$ cat config.mk
export PLATFORM = sky130hd
export DESIGN_NAME = step_display_ctrl
export DESIGN_NICKNAME = d
export VERILOG_FILES = /design/src/rtl/step_display_ctrl.sv
export SDC_FILE = /design/constraint.sdc
export NUM_CORES = 1
export LEC_CHECK = 0
export CORE_MARGIN = 4
export CORE_UTILIZATION = 40
export CTS_CLUSTER_DIAMETER = 200
export DETAILED_ROUTE_END_ITERATION = 10
export PLACE_DENSITY_LB_ADDON = 0.08
export SLEW_MARGIN = 5
export SYNTH_ARGS = -nofsm -noshare
export SYNTH_HDL_FRONTEND = slang
export SYNTH_SLANG_ARGS = --single-unit
$ cat constraint.sdc
create_clock -name clk -period 2.7 [get_ports clk]
set_input_delay 0.54 -clock clk [delete_from_list [all_inputs] [get_ports clk]]
set_output_delay 0.54 -clock clk [all_outputs]
set_load 0.03 [all_outputs]
$ cat src/rtl/step_display_ctrl.sv
// Step push-button front end and 4-digit debug display for the multi-cycle CPU.
// Define STEP_AUTORUN_EN to add the run_in port and the periodic autorun stepper.
module step_display_ctrl #(
   parameter int DEBOUNCE_CYCLES = 50000,
   parameter int SCAN_CYCLES     = 100000,
   parameter int AUTORUN_CYCLES  = 25000000
) (
   input  logic        clk,
   input  logic        reset,
   input  logic        btn_step,
   input  logic [1:0]  sw_sel,
   input  logic [31:0] pc_in,
   input  logic [2:0]  state_in,
   input  logic [2:0]  next_state_in,
   input  logic [5:0]  decode_in,
   input  logic        zero_in,
`ifdef STEP_AUTORUN_EN
   input  logic        run_in,
`endif
   output logic        step_en,
   output logic [15:0] step_count,
   output logic [3:0]  an,
   output logic [6:0]  seg,
   output logic        dp
);

   localparam int DC_W = (DEBOUNCE_CYCLES > 1) ? $clog2(DEBOUNCE_CYCLES) : 1;
   localparam int SC_W = (SCAN_CYCLES > 1) ? $clog2(SCAN_CYCLES) : 1;
   localparam logic [DC_W-1:0] DC_MAX = DC_W'(DEBOUNCE_CYCLES - 1);
   localparam logic [SC_W-1:0] SC_MAX = SC_W'(SCAN_CYCLES - 1);

   logic            s1_q, s2_q;
   logic            db_q, db_d;
   logic            db_dly_q;
   logic [DC_W-1:0] dcnt_q, dcnt_d;
   logic            step_en_q, step_en_d;
   logic [15:0]     step_count_q, step_count_d;
   logic [SC_W-1:0] scnt_q, scnt_d;
   logic [1:0]      idx_q, idx_d;
   logic [15:0]     snap_word_q, snap_word_d;
   logic            snap_zero_q, snap_zero_d;
   logic            auto_req;
   logic            step_req;
   logic            scan_wrap;
   logic [15:0]     page_word;
   logic [3:0]      nibble;

`ifdef STEP_AUTORUN_EN
   localparam int AC_W = (AUTORUN_CYCLES > 1) ? $clog2(AUTORUN_CYCLES) : 1;
   localparam logic [AC_W-1:0] AC_MAX = AC_W'(AUTORUN_CYCLES - 1);

   logic [AC_W-1:0] acnt_q, acnt_d;

   always_ff @(posedge clk) begin
      if (reset) acnt_q <= '0;
      else       acnt_q <= acnt_d;
   end

   // Counter parks at zero while stopped so each run starts a full period.
   always_comb begin
      auto_req = run_in && (acnt_q == AC_MAX);
      acnt_d   = '0;
      if (run_in && !auto_req) acnt_d = acnt_q + 1'b1;
   end
`else
   logic unused_autorun;
   assign unused_autorun = ^AUTORUN_CYCLES;
   assign auto_req       = 1'b0;
`endif

   always_ff @(posedge clk) begin
      if (reset) begin
         s1_q         <= 1'b0;
         s2_q         <= 1'b0;
         db_q         <= 1'b0;
         db_dly_q     <= 1'b0;
         dcnt_q       <= '0;
         step_en_q    <= 1'b0;
         step_count_q <= '0;
         scnt_q       <= '0;
         idx_q        <= '0;
         snap_word_q  <= '0;
         snap_zero_q  <= 1'b0;
      end else begin
         s1_q         <= btn_step;
         s2_q         <= s1_q;
         db_q         <= db_d;
         db_dly_q     <= db_q;
         dcnt_q       <= dcnt_d;
         step_en_q    <= step_en_d;
         step_count_q <= step_count_d;
         scnt_q       <= scnt_d;
         idx_q        <= idx_d;
         snap_word_q  <= snap_word_d;
         snap_zero_q  <= snap_zero_d;
      end
   end

   always_comb begin
      db_d   = db_q;
      dcnt_d = '0;
      if (s2_q != db_q) begin
         if (dcnt_q == DC_MAX) db_d = s2_q;
         else                  dcnt_d = dcnt_q + 1'b1;
      end
   end

   // Button and autorun requests merge into a single pulse and a single count.
   assign step_req     = (db_q & ~db_dly_q) | auto_req;
   assign step_en_d    = step_req;
   assign step_count_d = step_count_q + 16'(step_req);

   assign scan_wrap = (scnt_q == SC_MAX);
   assign scnt_d    = scan_wrap ? '0 : scnt_q + 1'b1;
   assign idx_d     = scan_wrap ? idx_q + 2'd1 : idx_q;

   always_comb begin
      page_word = pc_in[15:0];
      case (sw_sel)
         2'b00: page_word = pc_in[15:0];
         2'b01: page_word = pc_in[31:16];
         2'b10: page_word = {1'b0, state_in, 1'b0, next_state_in, 2'b00, decode_in};
         2'b11: page_word = step_count_q;
         default: page_word = pc_in[15:0];
      endcase
   end

   // Snapshot only at the end of a full sweep so all four digits agree.
   always_comb begin
      snap_word_d = snap_word_q;
      snap_zero_d = snap_zero_q;
      if (scan_wrap && (idx_q == 2'd3)) begin
         snap_word_d = page_word;
         snap_zero_d = zero_in;
      end
   end

   assign nibble = snap_word_q[{idx_q, 2'b00} +: 4];

   always_comb begin
      seg = 7'h40;
      case (nibble)
         4'h0: seg = 7'h40;
         4'h1: seg = 7'h79;
         4'h2: seg = 7'h24;
         4'h3: seg = 7'h30;
         4'h4: seg = 7'h19;
         4'h5: seg = 7'h12;
         4'h6: seg = 7'h02;
         4'h7: seg = 7'h78;
         4'h8: seg = 7'h00;
         4'h9: seg = 7'h10;
         4'hA: seg = 7'h08;
         4'hB: seg = 7'h03;
         4'hC: seg = 7'h46;
         4'hD: seg = 7'h21;
         4'hE: seg = 7'h06;
         4'hF: seg = 7'h0E;
         default: seg = 7'h40;
      endcase
   end

   assign an         = ~(4'b0001 << idx_q);
   assign dp         = ~((idx_q == 2'd0) && snap_zero_q);
   assign step_en    = step_en_q;
   assign step_count = step_count_q;

endmodule

==> results of run 1 <==
## where the power goes
part           switching (mW)  leakage (nW)  internal, mW
clock                   0.420         0.113         0.549
sequential            0.00386         0.590          1.08
combinational          0.0609          1.16         0.107
## sequential cells by signal (all words and copies together) (netlist names)
| name | count |
|---|---|
| scnt_q | 17 |
| dcnt_q | 16 |
| snap_word_q | 16 |
| step_count | 16 |
| idx_q | 2 |
| db_dly_q | 1 |
| db_q | 1 |
| s1_q | 1 |
| s2_q | 1 |
| snap_zero_q | 1 |
| step_en | 1 |
## routing by layer
metal | up-vias | GRT usage (%) | wire, µm
met5 | - | 0 | 0
met4 | 0 | 7.03 | 196
met3 | 14 | 4.09 | 390
met2 | 78 | 28.0 | 4430
met1 | 1596 | 23.8 | 4460
li1 | 1639 | - | -
## layout make-up
cell class / count / area share [%]
Multi-Input combinational cell: 292 / 44.3
Sequential cell: 73 / 28.5
Timing Repair Buffer: 102 / 18.6
Tap cell: 129 / 3.14
Clock buffer: 10 / 2.68
Clock inverter: 6 / 1.75
Inverter: 14 / 1.02
## synthesized netlist by cell type, types with 6 or more instances
cell type	n
dfxtp_1	73
nor2_1	39
nand2_1	29
xor2_1	28
clkbuf_1	18
mux4_2	17
nand4_1	17
ha_1	15
inv_1	14
nand3_1	14
a21oi_1	13
a31o_2	9
and4_1	9
o21ai_0	9
a31o_1	8
nor3_2	8
and3_1	7
or3_1	7
mux2_2	6
nor2b_1	6
xnor2_1	6
## stage by stage
step | util [%] | instance area, µm² | hold WS (ns) | power [mW]
CTS | 54.6 | 5120 | 0.446 | 2.25
global placement | 51.9 | 4860 | 0.424 | 1.28
global route | 54.8 | 5130 | 0.480 | 2.31
floorplan | - | 3920 | 0.412 | 1.19
finish | 54.8 | 5130 | 0.443 | 2.22
detailed placement | 51.9 | 4860 | 0.432 | 1.28
## worst max-delay path, stage by stage, from the launching register on
cell and delay [ns]:
dfxtp_4 0.37, mux4_2 0.55, ha_2 0.22, buf_4 0.14
mux2_2 0.25, nand2_1 0.07, o21ai_0 0.08, buf_4 0.17
## cells in the final DEF, fill, tap and decap left out, types with 9 or more instances in the layout
cell type	instances
nor2_1	39
mux4_2	17
inv_1	11
o21ai_0	9
a21oi_1	13
clkdlybuf4s50_1	71
nand3_1	14
clkbuf_8	10
a31o_2	9
and4_1	9
xor2_1	28
nand4_1	17
dfxtp_1	72
buf_4	28
nand2_1	29
ha_1	13
## worst max path at each step
stage                        start     end  slack (ns)  depth (start not counted)
final                     idx_q[1]  seg[6]       -0.03                          7
after global routing      idx_q[1]  seg[6]       -0.12                          7
after CTS                 idx_q[1]  seg[6]       -0.06                          7
after detailed placement  idx_q[1]  seg[3]       -0.16                          6
after global placement    idx_q[1]  seg[3]       -0.12                          6
after floorplan           idx_q[1]  seg[5]       -0.10                          5
## timing repair
action	CTS	global route
endpoints found under the hold margin	0	0
resized for setup	19	4
endpoints found under the setup margin	7	7
pin swaps	0	1
buffers inserted	3	1
## kinds of logic after synthesis
family,after synthesis,share of synthesized area [%]
AO/OA/AOI/OAI,50,8.72
XOR/XNOR,34,7.60
adder cells (fa/ha/maj),15,4.79
buffers and inverters,40,4.82
flip-flops,73,37.3
multiplexers,26,12.3
AND/OR/NAND/NOR,167,24.5
==> out/qor.txt, run 1 <==
Worst EP arrival - 2.19 ns
Hold path start - scnt_q[0]
Clk buf depth - 2
Synth Net Count - 470
Top FF cell, synth - dfxtp_1
Initial Utilization - 41.8%
Overflow after GRT - 0
Violated checks - setup timing
N_diodes - 0
DP Cell Count - 606
Critical-path maximum fanout - 4
Clock sink count - 73
Outcome - finished with violations
Pleak - 1.87 nW
Synth top area cells - dfxtp_1 37%, mux4_2 9.8%, xor2_1 6.3%
Drt via density - 5.31
Worst Tran Pin Value - 0.523 ns
Layout cell share with drive strength beyond 1 - 20.5%
Max_slew headroom - 65.2%
CTS tree - done
Post-detailed-route DRC marker count - 0
Chip height - 107 µm
HP Class - reg -> reg
Max Freq - 0.366 GHz
Nets - 557
RSZ-0062 raised after global routing - yes
Dpl hpwl - 7160 µm
Clk_lat worst skew - 0.35 ns
Number of synthesized flops with an enable pin - 0
Vias in the first global route - 3299
GP Congestion - 0.795
CP endpoint kind - output pin
Worst path required time - 2.16 ns
Root Buffer Master - clkbuf_8
# IOs - 79
Fill count - 873
Crit Reg-Reg Startpoint - scnt_q[12]
Final setup TNS - -0.0403 ns
Post-synthesis sequential area ratio - 37.3%
Initial DRC Count - 102
Fraction of registers with async set/reset - 0%
Synth warn - 0
Register area - 0.00147 mm²
Worst hold path depth - 1
Routed length per instance - 15.1 µm
Synth Instances - 405
Final Non-Filler Cells - 626
Peak supply drop - 0.255 mV
Hold Crit Endpoint - scnt_q[0]
Fin. Hold Viols - 0
Core area - 0.00937 mm²
PD cells - 433 mW/mm²
Largest net degree at the start of global routing - 34
Syn Area/Cell - 9.67 µm²
Synth top area share - 37.3%
Num rows - 35
Cell variety after synth - 47
Netlist Area Pre-Place - 0.00392 mm²
Period Utilization, post-route - 101%
Hold buffer count at cts - 0
Area leader, netlist - dfxtp_1
First-pass GRT wire length - 16200 µm
GRT Total Usage - 17.8%
# Max-Cap Violations - 0
Total die area - 0.0114 mm²
Yosys reg bits - 73
R2R cell count - 4
Initial antenna violation count - 0
WL final - 9480 µm
Buffers on Ports - 78
Final setup fails - 3
Inserted Clock Buffers - 9
CTS clock-pin slew for the worst setup and hold paths - 0.08 ns
Via count - 3327
Clock Skew - 0.0130 ns
Count of pins over their slew limit - 0
Crit path time final - 2.73 ns
Multi-input logic area - 0.00227 mm²
Final worst-path setup slack - -0.0286 ns
Placement Setup Slack - -0.159 ns
CP Class - reg -> out
1st-pass router iterations - 4
Antenna Violating Nets Remaining - 0
H-tree depth - 3
Worst flop-to-flop path endpoint - scnt_q[9]
CP startpoint kind - flop
Die width - 107 µm
Area grow syn2layout - 31.0%
Reg2Reg Setup Slack - 0.43 ns
No activity file was read; power rests on OpenSTA's default activity.
==> inputs of run 2 (changes only) <==
GPL_TIMING_DRIVEN = 0   (was not set)
==> run 2 against run 1 <==
  * The run still ends with setup timing left
  * Clock-buffer cell count is the same
  * Via count rose by 0.48%
  * Clock skew about the same
  * Worst hold slack got worse by 0.0016 ns
  * Setup slack worse by 0.067 ns
  * Core utilization rose by 1.1 points
  * Sequential power is essentially flat
  * Cell area up 1.9%
  * Register-to-register slack about the same
  * Sequential share of layout area down 0.59 points
  * Sequential cell count stayed put
  * Clock power shrank 1%
  * Largest power group unchanged
==> out/qor.txt, run 2 (same netlist as run 1, synthesis figures left out) <==
Most frequent cells in the layout - 72 x dfxtp_1, 68 x clkdlybuf4s50_1, 39 x nor2_1 (was 72 x dfxtp_1, 71 x clkdlybuf4s50_1, 39 x nor2_1)
CP endpoint kind - output pin (unchanged)
Worst Tran Pin Value - 0.660 ns (was 0.523 ns)
Final setup TNS - -0.208 ns (was -0.0403 ns)
Worst flop-to-flop path endpoint - dcnt_q[6] (was scnt_q[9])
Core area - 0.00937 mm² (unchanged)
Largest net degree at the start of global routing - 14 (was 34)
Initial Utilization - 41.8% (unchanged)
H-tree depth - 3 (unchanged)
Clock sink count - 73 (unchanged)
Violated checks - setup timing (unchanged)
Fin. Hold Viols - 0 (unchanged)
DP Cell Count - 610 (was 606)
CP endpoint - seg[3] (was seg[6])
Layout cell share with drive strength beyond 1 - 20.9% (was 20.5%)
GP Congestion - 0.841 (was 0.795)
Clk buf depth - 2 (unchanged)
Largest register FFs - 17 (unchanged)
Outcome - finished with violations (unchanged)
Reg2Reg Setup Slack - 0.42 ns (was 0.43 ns)
Crit. Startpoint - idx_q[1] (unchanged)
Critical-path maximum fanout - 5 (was 4)
Met3 usage - 4.39% (was 4.09%)
Crit path time final - 2.80 ns (was 2.73 ns)
N_diodes - 0 (unchanged)
First-pass GRT wire length - 16400 µm (was 16200 µm)
Largest Register - scnt_q (unchanged)
Peak supply drop - 0.199 mV (was 0.255 mV)
Worst path required time - 2.16 ns (about the same)
Worst hold path depth - 1 (unchanged)
Final setup fails - 4 (was 3)
Buffers on Ports - 76 (was 78)
# IOs - 79 (unchanged)
WL final - 9970 µm (was 9480 µm)
Drt via density - 5.25 (was 5.31)
Count of pins over their slew limit - 0 (unchanged)
HP Class - reg -> reg (unchanged)
R2R cell count - 8 (was 4)
Antenna Violating Nets Remaining - 0 (unchanged)
Global routing's busiest layer - met2 (unchanged)
Max Freq - 0.358 GHz (was 0.366 GHz)
Vias in the first global route - 3322 (was 3299)
CP startpoint kind - flop (unchanged)
# Max-Cap Violations - 0 (unchanged)
Met1 usage - 22.7% (was 23.8%)
Crit Reg-Reg Startpoint - dcnt_q[0] (was scnt_q[12])
Period Utilization, post-route - 104% (was 101%)
Chip height - 107 µm (unchanged)
Hold buffer count at cts - 0 (unchanged)
Total die area - 0.0114 mm² (unchanged)
Multi-input logic area - 0.00233 mm² (was 0.00227 mm²)
Clk_lat worst skew - 0.35 ns (about the same)
Register area - 0.00146 mm² (was 0.00147 mm²)
RSZ-0062 raised after global routing - yes (unchanged)
Nets - 568 (was 557)
Inserted Clock Buffers - 9 (unchanged)
Pleak - 1.88 nW (was 1.87 nW)
CTS tree - done (unchanged)
Num rows - 35 (unchanged)
CP Class - reg -> out (unchanged)
Clock Skew - 0.0135 ns (was 0.0130 ns)
Via count - 3343 (was 3327)
Initial antenna violation count - 0 (unchanged)
Max_slew headroom - 56.0% (was 65.2%)
Routed length per instance - 15.7 µm (was 15.1 µm)
PD cells - 421 mW/mm² (was 433 mW/mm²)
Die width - 107 µm (unchanged)
Worst EP arrival - 2.26 ns (was 2.19 ns)
1st-pass router iterations - 5 (was 4)
Fill count - 890 (was 873)
Dpl hpwl - 7470 µm (was 7160 µm)
Area grow syn2layout - 33.6% (was 31.0%)
CTS clock-pin slew for the worst setup and hold paths - 0.08 ns (about the same)
Root Buffer Master - clkbuf_8 (unchanged)
Final worst-path setup slack - -0.0956 ns (was -0.0286 ns)
Met2 usage - 30.2% (was 28.0%)
Final Non-Filler Cells - 637 (was 626)
Post-detailed-route DRC marker count - 0 (unchanged)
GRT Total Usage - 18.2% (was 17.8%)
Most common cell after layout, fill and taps aside - dfxtp_1 (unchanged)
Initial DRC Count - 141 (was 102)
Overflow after GRT - 0 (unchanged)
==> run 2: cell types whose count changed in the layout (fill, tap and decap cells not counted), sizes merged <==
| cell | before | now |
|---|---|---|
| clkbuf | 10 | 27 |
| buf | 31 | 27 |
| dlymetal6s2s | 0 | 1 |
| clkdlybuf4s50 | 71 | 68 |
==> run 2: routing by layer <==
layer	share of wire, %	vias to the layer above
met2	48	65
met4	1.9	0
met1	46	1597
li1	-	1666
met5	0	-
met3	4.4	15
==> run 2: how the worst min path moves through the flow <==
stage | startpoint | to | slack (ns)
2_1_floorplan | scnt_q[0] | scnt_q[0] | 0.41
3_3_place_gp | scnt_q[0] | scnt_q[0] | 0.43
3_5_place_dp | s1_q | s2_q | 0.42
4_1_cts | s1_q | s2_q | 0.44
5_1_grt | s1_q | s2_q | 0.46
6_report | s1_q | s2_q | 0.44
==> run 2: repair_timing <==
| action | CTS | global route |
|---|---|---|
| resized for setup | 55 | 24 |
| setup buffers | 10 | 2 |
| setup endpoints to repair | 7 | 8 |
| pin swaps | 0 | 3 |
==> run 2: critical path, cell delays in order (launching register included) <==
cell	delay [ns]
dfxtp_2	0.34
buf_6	0.12
mux4_2	0.58
ha_2	0.25
mux4_2	0.48
buf_6	0.15
==> run 2: cell type report <==
class,instances,share of cell area (%)
repair buffers,88,16.5
plain buffers,25,2.68
clock inverters,6,1.72
inverters,14,1.10
flip-flops and latches,73,28.0
multi-input cells,292,44.5
clock buffers,10,2.44
well taps,129,3.08
==> run 2: through the flow <==
step | power, mW | util, % | hold slack (ns) | cell area, µm² | setup slack [ns]
after floorplan | 1.19 | - | 0.412 | 3920 | -0.102
after CTS | 2.23 | 54.8 | 0.443 | 5130 | -0.123
final | 2.20 | 55.8 | 0.442 | 5230 | -0.0956
after global routing | 2.29 | 55.8 | 0.463 | 5230 | -0.175
after detailed placement | 1.27 | 51.6 | 0.425 | 4840 | -0.434
after global placement | 1.27 | 51.6 | 0.430 | 4840 | -0.404
==> run 2: power by group <==
group | switching [mW] | internal [mW] | total, mW
logic | 0.0613 | 0.102 | 0.163
registers | 0.00395 | 1.08 | 1.08
clock network | 0.432 | 0.524 | 0.956
